==> src/rtl/assert_monitor.sv <==
// assert_monitor
//   Watches a vector of per-channel test conditions during an armed window
//   and records sticky failure status.
//   Inside the window every enabled channel must read 1; any enabled channel
//   at 0 is a failure.
//
//   Optional feature: define ASSERT_MONITOR_TIMEOUT_EN to build the busy
//   watchdog. While the block is ARMED, the watchdog declares a timeout once
//   `busy` has been high for TIMEOUT_CYC consecutive cycles. Without the macro
//   there is no watchdog, `timeout` is tied to 0 and `busy` is ignored.
//
// Ports
//   clk       rising-edge clock
//   rst       asynchronous active-high reset
//   arm       level: high opens and holds the monitoring window
//   clr       pulse: clears all status and returns to IDLE (beats arm)
//   test      per-channel condition, must be 1 while ARMED
//   mask      per-channel enable (1 = checked)
//   busy      watched busy flag for the watchdog
//   state     IDLE=00 ARMED=01 PASS=10 FAIL=11
//   fail      sticky: any channel failure or timeout seen
//   fail_ch   sticky per-channel failure flags
//   first_ch  lowest failing index of the first failing sample
//   fail_cnt  saturating count of sampled cycles with any failure
//   timeout   sticky watchdog expiry flag
module assert_monitor #(
  parameter int CHANNELS    = 4,
  parameter int CNT_W       = 16,
  parameter int TIMEOUT_CYC = 10000,
  localparam int FCH_W      = (CHANNELS > 1) ? $clog2(CHANNELS) : 1
) (
  input  logic                clk,
  input  logic                rst,
  input  logic                arm,
  input  logic                clr,
  input  logic [CHANNELS-1:0] test,
  input  logic [CHANNELS-1:0] mask,
  input  logic                busy,
  output logic [1:0]          state,
  output logic                fail,
  output logic [CHANNELS-1:0] fail_ch,
  output logic [FCH_W-1:0]    first_ch,
  output logic [CNT_W-1:0]    fail_cnt,
  output logic                timeout
);

  localparam logic [1:0] ST_IDLE  = 2'b00;
  localparam logic [1:0] ST_ARMED = 2'b01;
  localparam logic [1:0] ST_PASS  = 2'b10;
  localparam logic [1:0] ST_FAIL  = 2'b11;

  logic [CHANNELS-1:0] err;
  logic                err_any;
  logic [FCH_W-1:0]    err_low;
  logic                wd_hit;
  logic                leaving;

  assign err     = mask & ~test;
  assign err_any = |err;
  assign leaving = (state == ST_ARMED) && !arm;

  // Lowest set index of err: scan from the top so the last hit wins.
  always_comb begin
    err_low = '0;
    for (int i = CHANNELS - 1; i >= 0; i--) begin
      if (err[i]) begin
        err_low = FCH_W'(i);
      end
    end
  end

`ifdef ASSERT_MONITOR_TIMEOUT_EN
  localparam int WD_W = (TIMEOUT_CYC > 1) ? $clog2(TIMEOUT_CYC + 1) : 1;

  logic [WD_W-1:0] wd_cnt;
  logic [WD_W-1:0] wd_next;

  // Consecutive busy cycles while ARMED; the count holds at the limit so it
  // can never wrap back below it during a long busy stretch.
  always_comb begin
    wd_next = '0;
    if (state == ST_ARMED && busy) begin
      wd_next = (wd_cnt == WD_W'(TIMEOUT_CYC)) ? wd_cnt : wd_cnt + WD_W'(1);
    end
  end

  assign wd_hit = (state == ST_ARMED) && (wd_next == WD_W'(TIMEOUT_CYC));

  always_ff @(posedge clk or posedge rst) begin
    if (rst) begin
      wd_cnt  <= '0;
      timeout <= 1'b0;
    end else if (clr) begin
      wd_cnt  <= '0;
      timeout <= 1'b0;
    end else begin
      // The exit edge still counts toward a timeout, but the count restarts
      // once the window is left.
      wd_cnt <= leaving ? '0 : wd_next;
      if (wd_hit) begin
        timeout <= 1'b1;
      end
    end
  end
`else
  logic busy_unused;

  assign busy_unused = busy;
  assign wd_hit      = 1'b0;
  assign timeout     = 1'b0;
`endif

  always_ff @(posedge clk or posedge rst) begin
    if (rst) begin
      state    <= ST_IDLE;
      fail     <= 1'b0;
      fail_ch  <= '0;
      first_ch <= '0;
      fail_cnt <= '0;
    end else if (clr) begin
      state    <= ST_IDLE;
      fail     <= 1'b0;
      fail_ch  <= '0;
      first_ch <= '0;
      fail_cnt <= '0;
    end else begin
      case (state)
        ST_IDLE: begin
          if (arm) begin
            state <= ST_ARMED;
          end
        end
        ST_ARMED: begin
          if (err_any) begin
            fail_ch <= fail_ch | err;
            // Only the very first failing sample sets first_ch.
            if (fail_ch == '0) begin
              first_ch <= err_low;
            end
            if (fail_cnt != '1) begin
              fail_cnt <= fail_cnt + CNT_W'(1);
            end
          end
          if (err_any || wd_hit) begin
            fail <= 1'b1;
          end
          // The exit edge has already sampled, so its result decides PASS/FAIL.
          if (!arm) begin
            state <= (fail || err_any || wd_hit) ? ST_FAIL : ST_PASS;
          end
        end
        default: begin
          // PASS and FAIL hold everything until clr.
        end
      endcase
    end
  end

endmodule

==> config.mk <==
export PLATFORM = sky130hd
export DESIGN_NAME = assert_monitor
export DESIGN_NICKNAME = d
export VERILOG_FILES = /design/src/rtl/assert_monitor.sv
export SDC_FILE = /design/constraint.sdc
export NUM_CORES = 1
export LEC_CHECK = 0
export ABC_AREA = 1
export BUFFER_PORTS_ARGS = -buffer_cell sky130_fd_sc_hd__buf_2
export CORE_MARGIN = 4
export CORE_UTILIZATION = 49
export CTS_BUF_LIST = sky130_fd_sc_hd__clkbuf_8
export CTS_CLUSTER_SIZE = 12
export DETAILED_ROUTE_END_ITERATION = 10
export GPL_TIMING_DRIVEN = 0
export PLACE_DENSITY = 0.73
export RECOVER_POWER = 25
export SLEW_MARGIN = 20
export SYNTH_ARGS = -nofsm -noshare
export SYNTH_HDL_FRONTEND = slang
export SYNTH_SLANG_ARGS = --single-unit
==> constraint.sdc <==
create_clock -name clk -period 2.9 [get_ports clk]
set_input_delay 0 -clock clk [delete_from_list [all_inputs] [get_ports clk]]
set_output_delay 0 -clock clk [all_outputs]
set_load 0.05 [all_outputs]
**Yosys cells after proc, flatten, opt, wreduce, memory -nomap -nowiden**

Cells that the tools add are included.

- Bits in registers: 25
- Latch bits: 0
- Bits in writable memories: 0
- Bits in read-only memories: 0
- Bits of input ports: 13
- Output and inout bits: 26
- Logic and storage cells: 49
- Memories: 0

- Add/sub/neg operators: 1
- Multiply operators: 0
- Divide/modulo/power cells: 0
- $lt $le $gt $ge: 0
- Equality and inequality tests: 4
- Shift-type cells: 0
- Muxes and demuxes: 23
- Bitwise gates (word level): 3
- Reduce and logical (&&, ||, !) cells: 13

Operators with widths:

| cell | number |
|---|---|
| $mux W16 | 4 |
| $mux W2 | 11 |
| $add A16 B1 Y16 const B | 1 |
| $ne A16 B16 Y1 const B | 1 |
| $mux W4 | 3 |
| $reduce_and A3 Y1 | 3 |
| $reduce_bool A2 Y1 | 4 |
| $ne A3 B3 Y1 const B | 2 |
| $and A4 B4 Y4 | 1 |
| $logic_not A4 Y1 | 1 |
| $mux W1 | 4 |
| $not A4 Y4 | 1 |
| $or A4 B4 Y4 | 1 |
| $pmux W2 S2 | 1 |
| $reduce_or A4 Y1 | 1 |
| $reduce_bool A3 Y1 | 1 |
| $eq A2 B1 Y1 const B | 1 |
| $logic_not A2 Y1 | 1 |
| $reduce_and A2 Y1 | 1 |
| $logic_or A1 B1 Y1 | 1 |

**Logic depth before layout (Yosys ltp)**

- Word-level depth: 10
- Gate-level depth with buffers: 10
- Mapped depth without buffers: 9

**Worst setup path before layout**

No wires, ideal clock.

- Kind: register -> register
- Start point: reg fail_cnt[0]
- End point: reg fail_cnt[0]
- Setup time: 0.139 ns
- Arrival time: 1.750 ns
- Required time: 2.761 ns
- Slack: 1.010 ns
- Stages on the path, launching flop included: 10
- Path buffers: 1
- Period minus slack after synthesis: 1.890 ns
- Path through: dfrtp_1 > ha_1 > nand2_2 > nor2_2 > nand2_2 > nor2_4 > nand2_2 > nand3_1 > buf_6 > o21ai_2

- Word-level cells in the longest chain between the ends: 5
- Elaborated cells between the ends (all ways): 8
- Classes of those cells: 1 x add/sub; 1 x eq/ne; 4 x mux; 2 x reduce/logical

Ends and longest elaborated chain:

| what | line | RTL |
|---|---|---|
| from (decl) | 43 | `output logic [CNT_W-1:0] fail_cnt,` |
| from (signal assigned) | 141 | `fail_cnt <= fail_cnt + CNT_W'(1);` |
| $add A16 B1 Y16 | 141 |  |
| $mux W16 | 140 | `if (fail_cnt != '1) begin` |
| $mux W16 | 134 | `if (err_any) begin` |
| $mux W16 | 127 | `case (state)` |
| $mux W16 | 120 | `end else if (clr) begin` |

Parallel ways exist; a longest one is shown, timed or not. The select of a mux whose other input is x is not followed.
A chain may end at the register's enable or synchronous reset.

**Worst setup path after layout**

- Start point: reg fail_cnt[0]
- End point: reg fail_cnt[6]

Same word-level chain as after synthesis.

==> summary.txt <==
Detailed routing
  – Remaining antenna violation count after routing: 0
  – Wirelength, routed: 3.058 mm
  – Detailed-route wire length per cell: ~11 um
  – Number of remaining DRC errors: 0
  – Via count: about 1,400
  – Via density per instance: approximately 4.8
  – Detailed-router iteration count before antenna repair: 4
  – Iter 0 DRT Violations: between 50 and 60

Clock tree
  – Number of post-CTS setup repair buffers: 0
  – Root buffer cell: clkbuf_8
  – Clock transition at the register clock pins on the worst setup and hold paths after CTS: 0.09 ns
  – Maximum level of the CTS H-tree: 1
  – Deepest clock path buffer count: 2
  – CTS sink count: 25
  – TritonCTS buffer count: 3
  – Source-to-sink clock delay at the later pin of the worst-skew pair: 0.26 ns
  – CTS tree: yes
  – Post_cts resized: 0

Worst setup path
  – CP required: roughly 3.1 ns
  – Crit path max fanout: 10
  – Crit. End Element: register
  – Data arrival time of the worst path: 1.84 ns
  – Worst Path Class, Setup: register to register
  – Reg-to-Reg Start: fail_cnt[0]
  – Startpoint class of the critical path: register
  – Reg-to-reg critical path endpoint: fail_cnt[6]
  – Reg-to-reg setup timing slack: roughly 1.2 ns
  – Count of cells along the worst register-to-register path: 9

Cells and area
  – Number of inserted diodes: 0
  – Fill cell count: 299
  – Ratio of cells with drive above 1 in the final layout: between 20 and 30%
  – Layout Cells excl Fill: 290
  – Layout Area Growth over Synthesis: 20.69%
  – Number of nets in the layout: 261
  – Area of combinational cells with multiple inputs: 759.5 um2
  – Reg area: roughly 630 um2

Placement
  – Routability-driven placement congestion ratio: roughly 0.86
  – Total of buffers placed on input and output ports: 36
  – Placed cells: 282
  – Setup Slack @ Placement: roughly 1.2 ns
  – Placed wire-length estimate after detailed placement: 2.382 mm

Pwr
  – Ratio of total power to cell area: approximately 380 mW/mm2
  – Worst-case vdd ir drop: around 0.23 mV
  – LEAKAGE: a little under 0.9 nW

Timing
  – Final period utilization: approximately 58%
  – Final setup margin: between 1 and 1.5 ns
  – Total setup violations reported at the end of the flow: 0
  – Number of pins exceeding their max-slew limit in the final report: 0
  – Final Hold Violating Endpoints: 0
  – Transition time at the pin with the least slew margin: 0.8722 ns
  – Post-Route Skew: around 0.0017 ns
  – Fin Setup TNS: 0 ns
  – RSZ-0062 raised after global routing: no
  – Tightest slew margin relative to the limit: between 40% and 50%
  – Final worst path period need: roughly 1.7 ns
  – Achievable frequency: approximately 590 MHz

Die
  – DIE WIDTH: ~64 um
  – I/O pins: 39
  – Site row count: 20
  – Chip height: between 60 and 70 um
  – Die Footprint: 0.004081 mm2
  – Placeable core region: 0.003028 mm2
  – Starting density of the core: between 50% and 60%

Yosys
  – Net count of the mapped netlist: around 220
  – Most common library cells after synthesis: 62 x nand2_1, 25 x dfrtp_1, 24 x inv_1
  – Cells after synthesis: just over 200
  – Most frequently used flop master after synthesis: dfrtp_1
  – Area of the mapped netlist: about 0.0015 mm2
  – Fraction of synthesized cell area taken by the top area cell type: around 41%
  – Number of flops mapped to enable cells by yosys: 0
  – Largest cells by area after synthesis: dfrtp_1 41%, nand2_1 15%, o21ai_2 8.6%
  – Fraction of the yosys area taken by sequential cells: 40.88%
  – Synthesized area per cell: approximately 7.6 um2
  – Synth Register Bits: 25
  – Share of synthesized registers carrying an async set or reset: 100.0%
  – Cell type with the highest aggregate area in the netlist: dfrtp_1
  – Yosys warning total: 0
  – Cell with the most instances after synthesis: nand2_1
  – Unique cell type count in the Yosys netlist: 24

GRT
  – Initial antenna violation count: 0
  – Sum of overflow across all layers after global routing: 0
  – Largest net degree at the start of global routing: 26
  – All-Layer GR Usage: between 15 and 20%
  – Vias in the first global route: 1,265
  – Global-route wire length before repair: between 5 and 6 mm

Worst hold path
  – Critical hold path startpoint: mask[0]
  – Worst min-delay path endpoint: fail_ch[0]
  – Number of instances on the worst hold path: 3
  – Hold/Removal Path Class: input port to register

Job
  – MaxCap Viol Count: 0

Outcome
  – Run status: finished, final reports clean
repair_timing:
action                     CTS  global route
setup endpoints to repair    0             0
hold buffers                 4             0
hold endpoints to repair    32             0
per-layer routing:
metal  share of wire [%]  vias to the layer above  global-route usage [%]
li1                    -                      738                       -
met1                  49                      613                   21.44
met2                  46                       28                   26.19
met3                 4.8                        2                   3.163
met4                0.62                        0                   3.774
met5                   0                        -                       0
state kept, by name (all words and copies together), names as in the netlist:
register  count
fail_cnt     16
state         2
fail_ch       4
fail          1
first_ch      2
worst max-delay path, cell delays in order (launching register included):
cell,delay (ns)
dfrtp_1,0.45
ha_1,0.23
nand2_2,0.09
nor2_2,0.16
nand2_2,0.12
nor2_4,0.10
nand2_2,0.08
nand3_1,0.10
buf_6,0.19
o21ai_2,0.06
cells by family after synthesis:
kind of cell	after synthesis	synth area share, %
AOI/OAI and AO/OA	32	14.96
and+or+nand+nor	112	32.46
other	1	0.2451
xor gates and xnor gates	2	1.145
buffers and inverters	29	9.485
adders and majority gates	1	0.8175
DFF	25	40.88
power breakdown:
| part | switching [mW] | leakage, nW | internal (mW) |
|---|---|---|---|
| Sequential | 0.00741 | 0.344 | 0.358 |
| Clock | 0.107 | 0.0269 | 0.0946 |
| Combinational | 0.0922 | 0.524 | 0.0381 |
per-stage QoR:
step	hold WS [ns]	power, mW	util, %	instance area (um2)
after floorplan	0.02732	0.4679	-	1530
after global placement	0.2577	0.5009	58.31	1765
after detailed placement	0.2587	0.5012	58.31	1765
after CTS	0.004151	0.7091	61.12	1851
after global routing	0.01955	0.7330	60.99	1847
final	0.008300	0.6978	60.99	1847
how the worst max path moves through the flow:
stage | start | end | slack, ns | cells past startpoint
detailed placement | fail_cnt[0] | fail_cnt[8] | 1.23 | 9
floorplan | fail_cnt[0] | fail_cnt[0] | 1.01 | 9
global placement | fail_cnt[0] | fail_cnt[15] | 1.22 | 9
finish | fail_cnt[0] | fail_cnt[6] | 1.21 | 9
global route | fail_cnt[0] | fail_cnt[9] | 1.06 | 9
CTS | fail_cnt[0] | fail_cnt[8] | 1.20 | 9
placed cells by master, fill, tap and decap left out:
cell type / count
ha_1: 1
o21bai_1: 4
nor2_4: 1
xor2_1: 1
a21oi_1: 7
nand2_2: 4
xnor2_1: 1
buf_2: 34
nand2_1: 62
buf_4: 1
nor2_1: 15
o21ai_0: 5
clkbuf_8: 3
nand3_1: 17
o211ai_1: 1
o21ai_2: 15
clkinv_1: 1
buf_12: 1
nand4_1: 6
nand2_4: 1
dlygate4sd3_1: 4
dfrtp_1: 25
inv_1: 24
nor2_2: 3
buf_6: 2
clkbuf_1: 3
conb_1: 1
or2_2: 3
final cells by class:
| type | instances | area share (%) |
|---|---|---|
| buffer | 5 | 2.981 |
| clock buffer | 3 | 2.236 |
| clock inverter | 1 | 0.2033 |
| inverter | 24 | 4.878 |
| multi-input combinational | 148 | 41.12 |
| sequential | 25 | 33.88 |
| tap | 44 | 2.981 |
| timing repair buffer | 40 | 11.72 |
Power figures use the tool's default switching activity.
